<file path="config.mk">
export PLATFORM = sky130hd
export DESIGN_NAME = freq_sched
export DESIGN_NICKNAME = d
export VERILOG_FILES = /design/src/rtl/freq_sched.sv
export SDC_FILE = /design/constraint.sdc
export NUM_CORES = 1
export LEC_CHECK = 0
export CORE_MARGIN = 5
export CORE_UTILIZATION = 54
export DETAILED_ROUTE_END_ITERATION = 8
export PLACE_DENSITY_LB_ADDON = 0.1
export SLEW_MARGIN = 20
export SYNTH_ARGS = -nofsm -noshare
export SYNTH_HDL_FRONTEND = slang
export SYNTH_SLANG_ARGS = --single-unit
</file>
<file path="constraint.sdc">
create_clock -name clk -period 5.5 [get_ports clk]
set_input_delay 1.1 -clock clk [delete_from_list [all_inputs] [get_ports clk]]
set_output_delay 1.1 -clock clk [all_outputs]
set_load 0.01 [all_outputs]
</file>
<file path="src/rtl/freq_sched.sv">
// freq_sched: two debounced keys step a rate select that paces a ROM
// playback strobe through a glitch-free divider, and show the rate in MHz
// on two active-low seven-segment digits.

`timescale 1ns/1ps

// Per-key synchronizer and IDLE/WAIT/HELD debouncer emitting one pulse per press.
module freq_sched_debounce #(
    parameter int unsigned DEBOUNCE_CYC = 1000000
) (
    input  logic clk,
    input  logic rst,
    input  logic key_n,
    output logic pulse
);
    localparam int unsigned CNT_W = (DEBOUNCE_CYC > 1) ? $clog2(DEBOUNCE_CYC) : 1;
    localparam logic [CNT_W-1:0] CNT_MAX = CNT_W'(DEBOUNCE_CYC - 1);

    typedef enum logic [1:0] {IDLE, WAIT, HELD} state_t;

    state_t           state, state_nx;
    logic [CNT_W-1:0] cnt, cnt_nx;
    logic             sync1, sync2;
    logic             armed;
    logic             pressed;
    logic             pulse_nx;

    // Raw key is active-low; after synchronizing, pressed=1 means held down.
    assign pressed = ~sync2;

    // Synchronizer, FSM state, counter, one-shot pulse and release arming.
    // armed stays low until the key has been seen released after reset, so a
    // key held through reset never produces a pulse.
    always_ff @(posedge clk) begin
        if (rst) begin
            sync1 <= 1'b0;
            sync2 <= 1'b0;
            state <= IDLE;
            cnt   <= '0;
            pulse <= 1'b0;
            armed <= 1'b0;
        end else begin
            // NOTE: non-blocking so every register samples pre-edge values.
            sync1 <= key_n;
            sync2 <= sync1;
            state <= state_nx;
            cnt   <= cnt_nx;
            pulse <= pulse_nx;
            armed <= armed | ~pressed;
        end
    end

    // Next state: count a stable press, fire once on entry to HELD.
    always_comb begin
        // NOTE: defaults first so no branch leaves a variable unassigned (latch).
        state_nx = state;
        cnt_nx   = cnt;
        pulse_nx = 1'b0;
        case (state)
            IDLE: begin
                if (pressed && armed) begin
                    state_nx = WAIT;
                    cnt_nx   = '0;
                end
            end
            WAIT: begin
                if (!pressed) begin
                    state_nx = IDLE;
                end else if (cnt == CNT_MAX) begin
                    state_nx = HELD;
                    pulse_nx = 1'b1;
                end else begin
                    cnt_nx = cnt + CNT_W'(1);
                end
            end
            HELD: begin
                if (!pressed) state_nx = IDLE;
            end
            default: state_nx = IDLE;
        endcase
    end
endmodule

// Top level: rate select, divider, ROM address counter and display.
module freq_sched #(
    parameter int unsigned DEBOUNCE_CYC = 1000000,
    parameter int unsigned ADDR_W       = 8
) (
    input  logic              clk,
    input  logic              rst,
    input  logic              key_up,
    input  logic              key_dn,
    input  logic              run,
    output logic              rom_en,
    output logic [ADDR_W-1:0] rom_addr,
    output logic [1:0]        sel,
    output logic              pending,
    output logic [6:0]        SEG_FREQ,
    output logic [6:0]        SEG_FREQ1
);
    logic       up_pulse, dn_pulse;
    logic [1:0] req_sel;
    logic [2:0] div_cnt;
    logic [2:0] div_last;
    logic       div_wrap;
    logic [6:0] tens_nx, units_nx;

    freq_sched_debounce #(.DEBOUNCE_CYC(DEBOUNCE_CYC)) u_db_up (
        .clk   (clk),
        .rst   (rst),
        .key_n (key_up),
        .pulse (up_pulse)
    );

    freq_sched_debounce #(.DEBOUNCE_CYC(DEBOUNCE_CYC)) u_db_dn (
        .clk   (clk),
        .rst   (rst),
        .key_n (key_dn),
        .pulse (dn_pulse)
    );

    // Strobe on the first count of each divider period; never during reset.
    assign rom_en   = run & ~rst & (div_cnt == 3'd0);
    assign div_wrap = (div_cnt == div_last);

    // Last divider count of the active strobe period (period = 2^sel).
    always_comb begin
        div_last = 3'd0;
        case (sel)
            2'd0:    div_last = 3'd0;
            2'd1:    div_last = 3'd1;
            2'd2:    div_last = 3'd3;
            default: div_last = 3'd7;
        endcase
    end

    // MHz digits for the active select: 50, 25, 12, 06 (active-low gfedcba).
    always_comb begin
        tens_nx  = 7'b0010010;
        units_nx = 7'b1000000;
        case (sel)
            2'd0: begin tens_nx = 7'b0010010; units_nx = 7'b1000000; end
            2'd1: begin tens_nx = 7'b0100100; units_nx = 7'b0010010; end
            2'd2: begin tens_nx = 7'b1111001; units_nx = 7'b0100100; end
            default: begin tens_nx = 7'b1000000; units_nx = 7'b0000010; end
        endcase
    end

    // Requested/active select, divider, address counter, pending and display.
    // sel only follows req_sel at a period boundary (or while stopped), so a
    // strobe period in progress always runs to its full length.
    always_ff @(posedge clk) begin
        if (rst) begin
            req_sel   <= 2'd0;
            sel       <= 2'd0;
            div_cnt   <= 3'd0;
            rom_addr  <= '0;
            pending   <= 1'b0;
            SEG_FREQ  <= 7'b0010010;
            SEG_FREQ1 <= 7'b1000000;
        end else begin
            if (up_pulse && !dn_pulse) begin
                req_sel <= req_sel + 2'd1;
            end else if (dn_pulse && !up_pulse) begin
                req_sel <= req_sel - 2'd1;
            end

            if (run) begin
                div_cnt <= div_wrap ? 3'd0 : div_cnt + 3'd1;
            end else begin
                div_cnt <= 3'd0;
            end

            if (!run || div_wrap) sel <= req_sel;

            if (rom_en) rom_addr <= rom_addr + ADDR_W'(1);

            pending   <= (req_sel != sel);
            SEG_FREQ  <= tens_nx;
            SEG_FREQ1 <= units_nx;
        end
    end
endmodule

</file>
# Word level (Yosys, flattened, before mapping)
# Cells that the tools add are included.
# op_classes
n_addsub	6
bitwise_logic	10
eq_ne	20
mux	25
n_reduce_logical	22
# op_table
operator	n
two-way mux 20 bit	6
one-hot mux 20 bit (2 select lines)	2
one-hot mux 7 bit (3 select lines)	2
adder 20 x 1 -> 20 bit (second input constant)	2
== test 20 bit (second input constant)	2
two-way mux 2 bit	10
one-hot mux 2 bit (3 select lines)	2
one-hot mux 3 bit (3 select lines)	1
OR reduction 3 bit	3
adder 8 x 1 -> 8 bit (second input constant)	1
!= test 2 x 1 -> 1 bit (second input constant)	4
!= test 2 bit (second input constant)	4
AND reduction 4 bit	2
== test 2 x 1 -> 1 bit (second input constant)	3
== test 2 bit (second input constant)	3
zero test 2 bit	3
!= test 3 x 1 -> 1 bit (second input constant)	2
inverter 1 bit	6
AND reduction 3 bit	2
nonzero test 2 bit	3
logical AND 1 bit	4
adder 3 x 1 -> 3 bit (second input constant)	1
== test 3 bit	1
zero test 1 bit	3
8 further kinds	11
# totals
wordCells	102
input_bits	5
regBits	82

# Depth between registers and ports, before layout
# logic_depth
word_depth	4
depth_mapped	8

# By module
# Synthesis repeated with hierarchy kept, for this count alone.
# hier_totals
cells_unflattened	421
hier_area_um2	3753.6
# by_module_without_submodules
mod	cells_per_inst	instances	seq_area_each_um2	area_each_um2
freq_sched_debounce (u_db_dn)	156	1	520.5	1347.5
freq_sched_debounce (u_db_up)	154	1	520.5	1325.0
freq_sched	111	1	460.4	1081.0

# Worst setup path after synthesis
# OpenSTA, ideal clock, no wires.
# synth_timing
path_type	in2out
from	input run
to	output rom_en
cell_stages	2
arrival_ps	1631
required_ps	4400
n_path_buf	1
slack_ps	2769
cell_sequence	nor4bb_1 > clkbuf_1
# synth_between
elab_chain_len	2
# synth_lines
item	line	rtl
start: declaration	93	input logic run,
AND 1 bit (2 in series)	123	assign rom_en = run & ~rst & (div_cnt == 3'd0);
end: declaration	94	output logic rom_en,
# No other way between the ends.

# Final worst setup path
# Same ends and word-level chain as after synthesis.

==> impl_metrics.ini <==
[run_status]
outcome = finished, final reports clean

[place]
io_buffers = 28
dpl_cell_area_mm2 = 0.00402
gp_congestion = 0.844
preCtsSetupSlack_ns = 1.78
dpl.cell_count = 534
hpwl_um = 5610

[final_layout]
multi_input_area_mm2 = 0.00205
drive_gt1_frac = 0.0727
antenna_cells = 0
register_area_mm2 = 0.00150
syn2layout_area_growth_pct = 11.7
mostFrequentLayoutCell = dfxtp_1
stdcell_area_mm2 = 0.00421
nFillCells = 623
layout_common_cells = dfxtp_1, nor2_1, nand3_1
nets = 466
stdcell_count = 550

[sta]
hold_ws_ns = 0.458
setup_viol = 0
final_hold_viol_count = 0
drv_slew = 0
worst_slack_ns = 1.80
slew_headroom = 0.394
tightest_slew_ns = 0.903
rsz0062_at_grt = false
timing.final.crit_share = 0.673
clock.fmax_mhz = 270
tns_ns = 0
finalCriticalPeriod_ns = 3.70
finClkSkew_ns = 0.00956

[critical_path]
reg2reg_to = u_db_dn.cnt[10]
crit_arrival_ns = 2.60
cp_num_buf_inv = 3
r2r-start = u_db_dn.cnt[0]
crit_family = buffers and inverters
r2r_cells = 6
crit_end = rom_en
crit_path_start = run
end_kind = primary output
path_common_cell = clkdlybuf4s50_1
cp_max_fo = 9
setup.worst_path.class = in -> out
rrSetupSlack_ns = 2.96
cp.depth = 4
start_kind = input pin
required_ns = 4.40
critPathSlowestCell = clkdlybuf4s50_1
worstPathCellList = clkdlybuf4s50_1 -> nor4bb_1 -> buf_4 -> clkdlybuf4s50_1
cpPeakStageDelay_ns = 0.54

[floorplanning]
die_area_mm2 = 0.00874
core_mm2 = 0.00679
start_util = 0.554
fp-row-count = 30
fp.dieH_um = 93.5
io_pins = 31
die_w_um = 93.5

[power_and_ir_drop]
power.leakage_nw = 1.37
peakVddDrop_mv = 0.178
p_per_area_mw_per_mm2 = 244

[clock_tree]
ctsResizeCount = 0
htreeDepth = 3
cts_setup_buffers = 0
cts_tree = built
root_buffer = clkbuf_8
clock-sinks = 75
clock_latency_ns = 0.36
cts_buffers = 9
clkTransAtPathRegs_ns = 0.09
cts_max_path_buffers = 2
cts_hold_buf = 0

[global_route]
grt_use_total = 0.204
grt_antenna_before_repair = 0
grt_max_degree = 58
grt_pass1_wl_um = 14500
grt-ovfl-total = 0
grt_pass1_vias = 2983

[synth]
synth_seq_cells = 75
yosysUniqueCellTypes = 56
synth-edff-count = 0
yosys_warnings = 0
synth_top_area_frac = 0.399
syn_area_per_cell_um2 = 8.57
ys.flop_type = dfxtp_1
synth_area_mm2 = 0.00376
synthTopCellsByArea = dfxtp_1, nand3_1, nor2_1, ha_1, a21oi_1
yosys.area.top_type = dfxtp_1
ys_seq_area_frac = 0.399
netlist_instances = 439
async_flop_share = 0

[routing]
via_per_inst = 5.92
ant_nets = 0
vias = 3255
drt_pre_antenna_iters = 4
routed_wl_um = 8350
drtIter0Drc = 180
wl_per_cell_um = 15.2
drc = 0

[run]
cap_violations = 0

[worst_hold_path]
worstHoldPathType = reg -> reg
whs_path_depth = 1
## flip-flops by register name (all words and copies together), names as in the netlist, 2 cells and up
name           cells
u_db_dn.cnt       20
u_db_up.cnt       20
rom_addr           8
SEG_FREQ           6
div_cnt            3
req_sel            2
sel                2
u_db_dn.state      2
u_db_up.state      2
## cell families (layout without fill, tap and decap cells)
family / count (synthesis) / in the layout / share of synthesized area
other: 1 / 2 / 0.000996
XOR/XNOR: 13 / 13 / 0.0303
buffers and inverters: 46 / 60 / 0.0568
AO/OA/AOI/OAI: 108 / 108 / 0.196
AND/OR/NAND/NOR: 181 / 181 / 0.269
multiplexers: 3 / 3 / 0.00831
adder cells (fa/ha/maj): 12 / 12 / 0.0399
flip-flops: 75 / 75 / 0.399
## through the flow
stage                util  total power [mW]
finish              0.619              1.03
floorplan               -             0.610
global route        0.619              1.08
global placement    0.591             0.626
detailed placement  0.591             0.627
CTS                 0.619              1.04
## synth_stat cells (3+ instances only)
library cell,instances
xor2_1,8
nand3b_1,3
nor2b_1,8
a311oi_1,7
nand2_1,19
xnor2_1,5
a211oi_1,4
ha_1,12
o21a_1,6
nor3_1,12
o21ai_1,8
inv_1,13
clkbuf_1,17
o21ai_0,9
nand4_1,13
or3_1,11
o311ai_1,15
a21oi_1,28
nor4_1,7
nor2_1,41
nand3_1,32
buf_4,9
nand2b_1,5
buf_2,6
a31oi_1,9
dfxtp_1,75
and3_1,7
o31ai_1,14
## report_power, final
part	internal [mW]	leakage, nW	total [mW]	switching [mW]
clock network	0.176	0.0947	0.414	0.238
registers	0.548	0.606	0.553	0.00470
logic	0.0190	0.673	0.0615	0.0424
total	0.743	1.37	1.03	0.285
## worst reg2reg max path: stages, from the launching register on
cell and delay [ns]:
dfxtp_1 0.40, ha_1 0.27, and4_1 0.35, nand4_1 0.22, o21ai_1 0.77, nand2_1 0.17, a211oi_1 0.27
## cell type report
class | instances | share of cell area
inverter | 14 | 0.0125
tap | 96 | 0.0286
clock buffer | 9 | 0.0295
clock inverter | 7 | 0.0155
timing repair buffer | 30 | 0.0690
sequential | 75 | 0.357
multi-input combinational | 319 | 0.488
## per-layer routing
metal  up-vias  GRT usage  routed length (µm)
met1      1527      0.286                3830
met4         0     0.0684                  95
met5         -          0                   0
met3        10     0.0434                 424
li1       1637          -                   -
met2        81      0.310                4000
## worst min-delay path by stage
stage                   from            end
2_1_floorplan  u_db_dn.sync1  u_db_dn.sync2
3_3_place_gp   u_db_up.sync1  u_db_up.sync2
3_5_place_dp   u_db_up.sync1  u_db_up.sync2
4_1_cts        u_db_up.sync1  u_db_up.sync2
5_1_grt        u_db_up.sync1  u_db_up.sync2
6_report       u_db_up.sync1  u_db_up.sync2
Power figures use the tool's default switching activity.
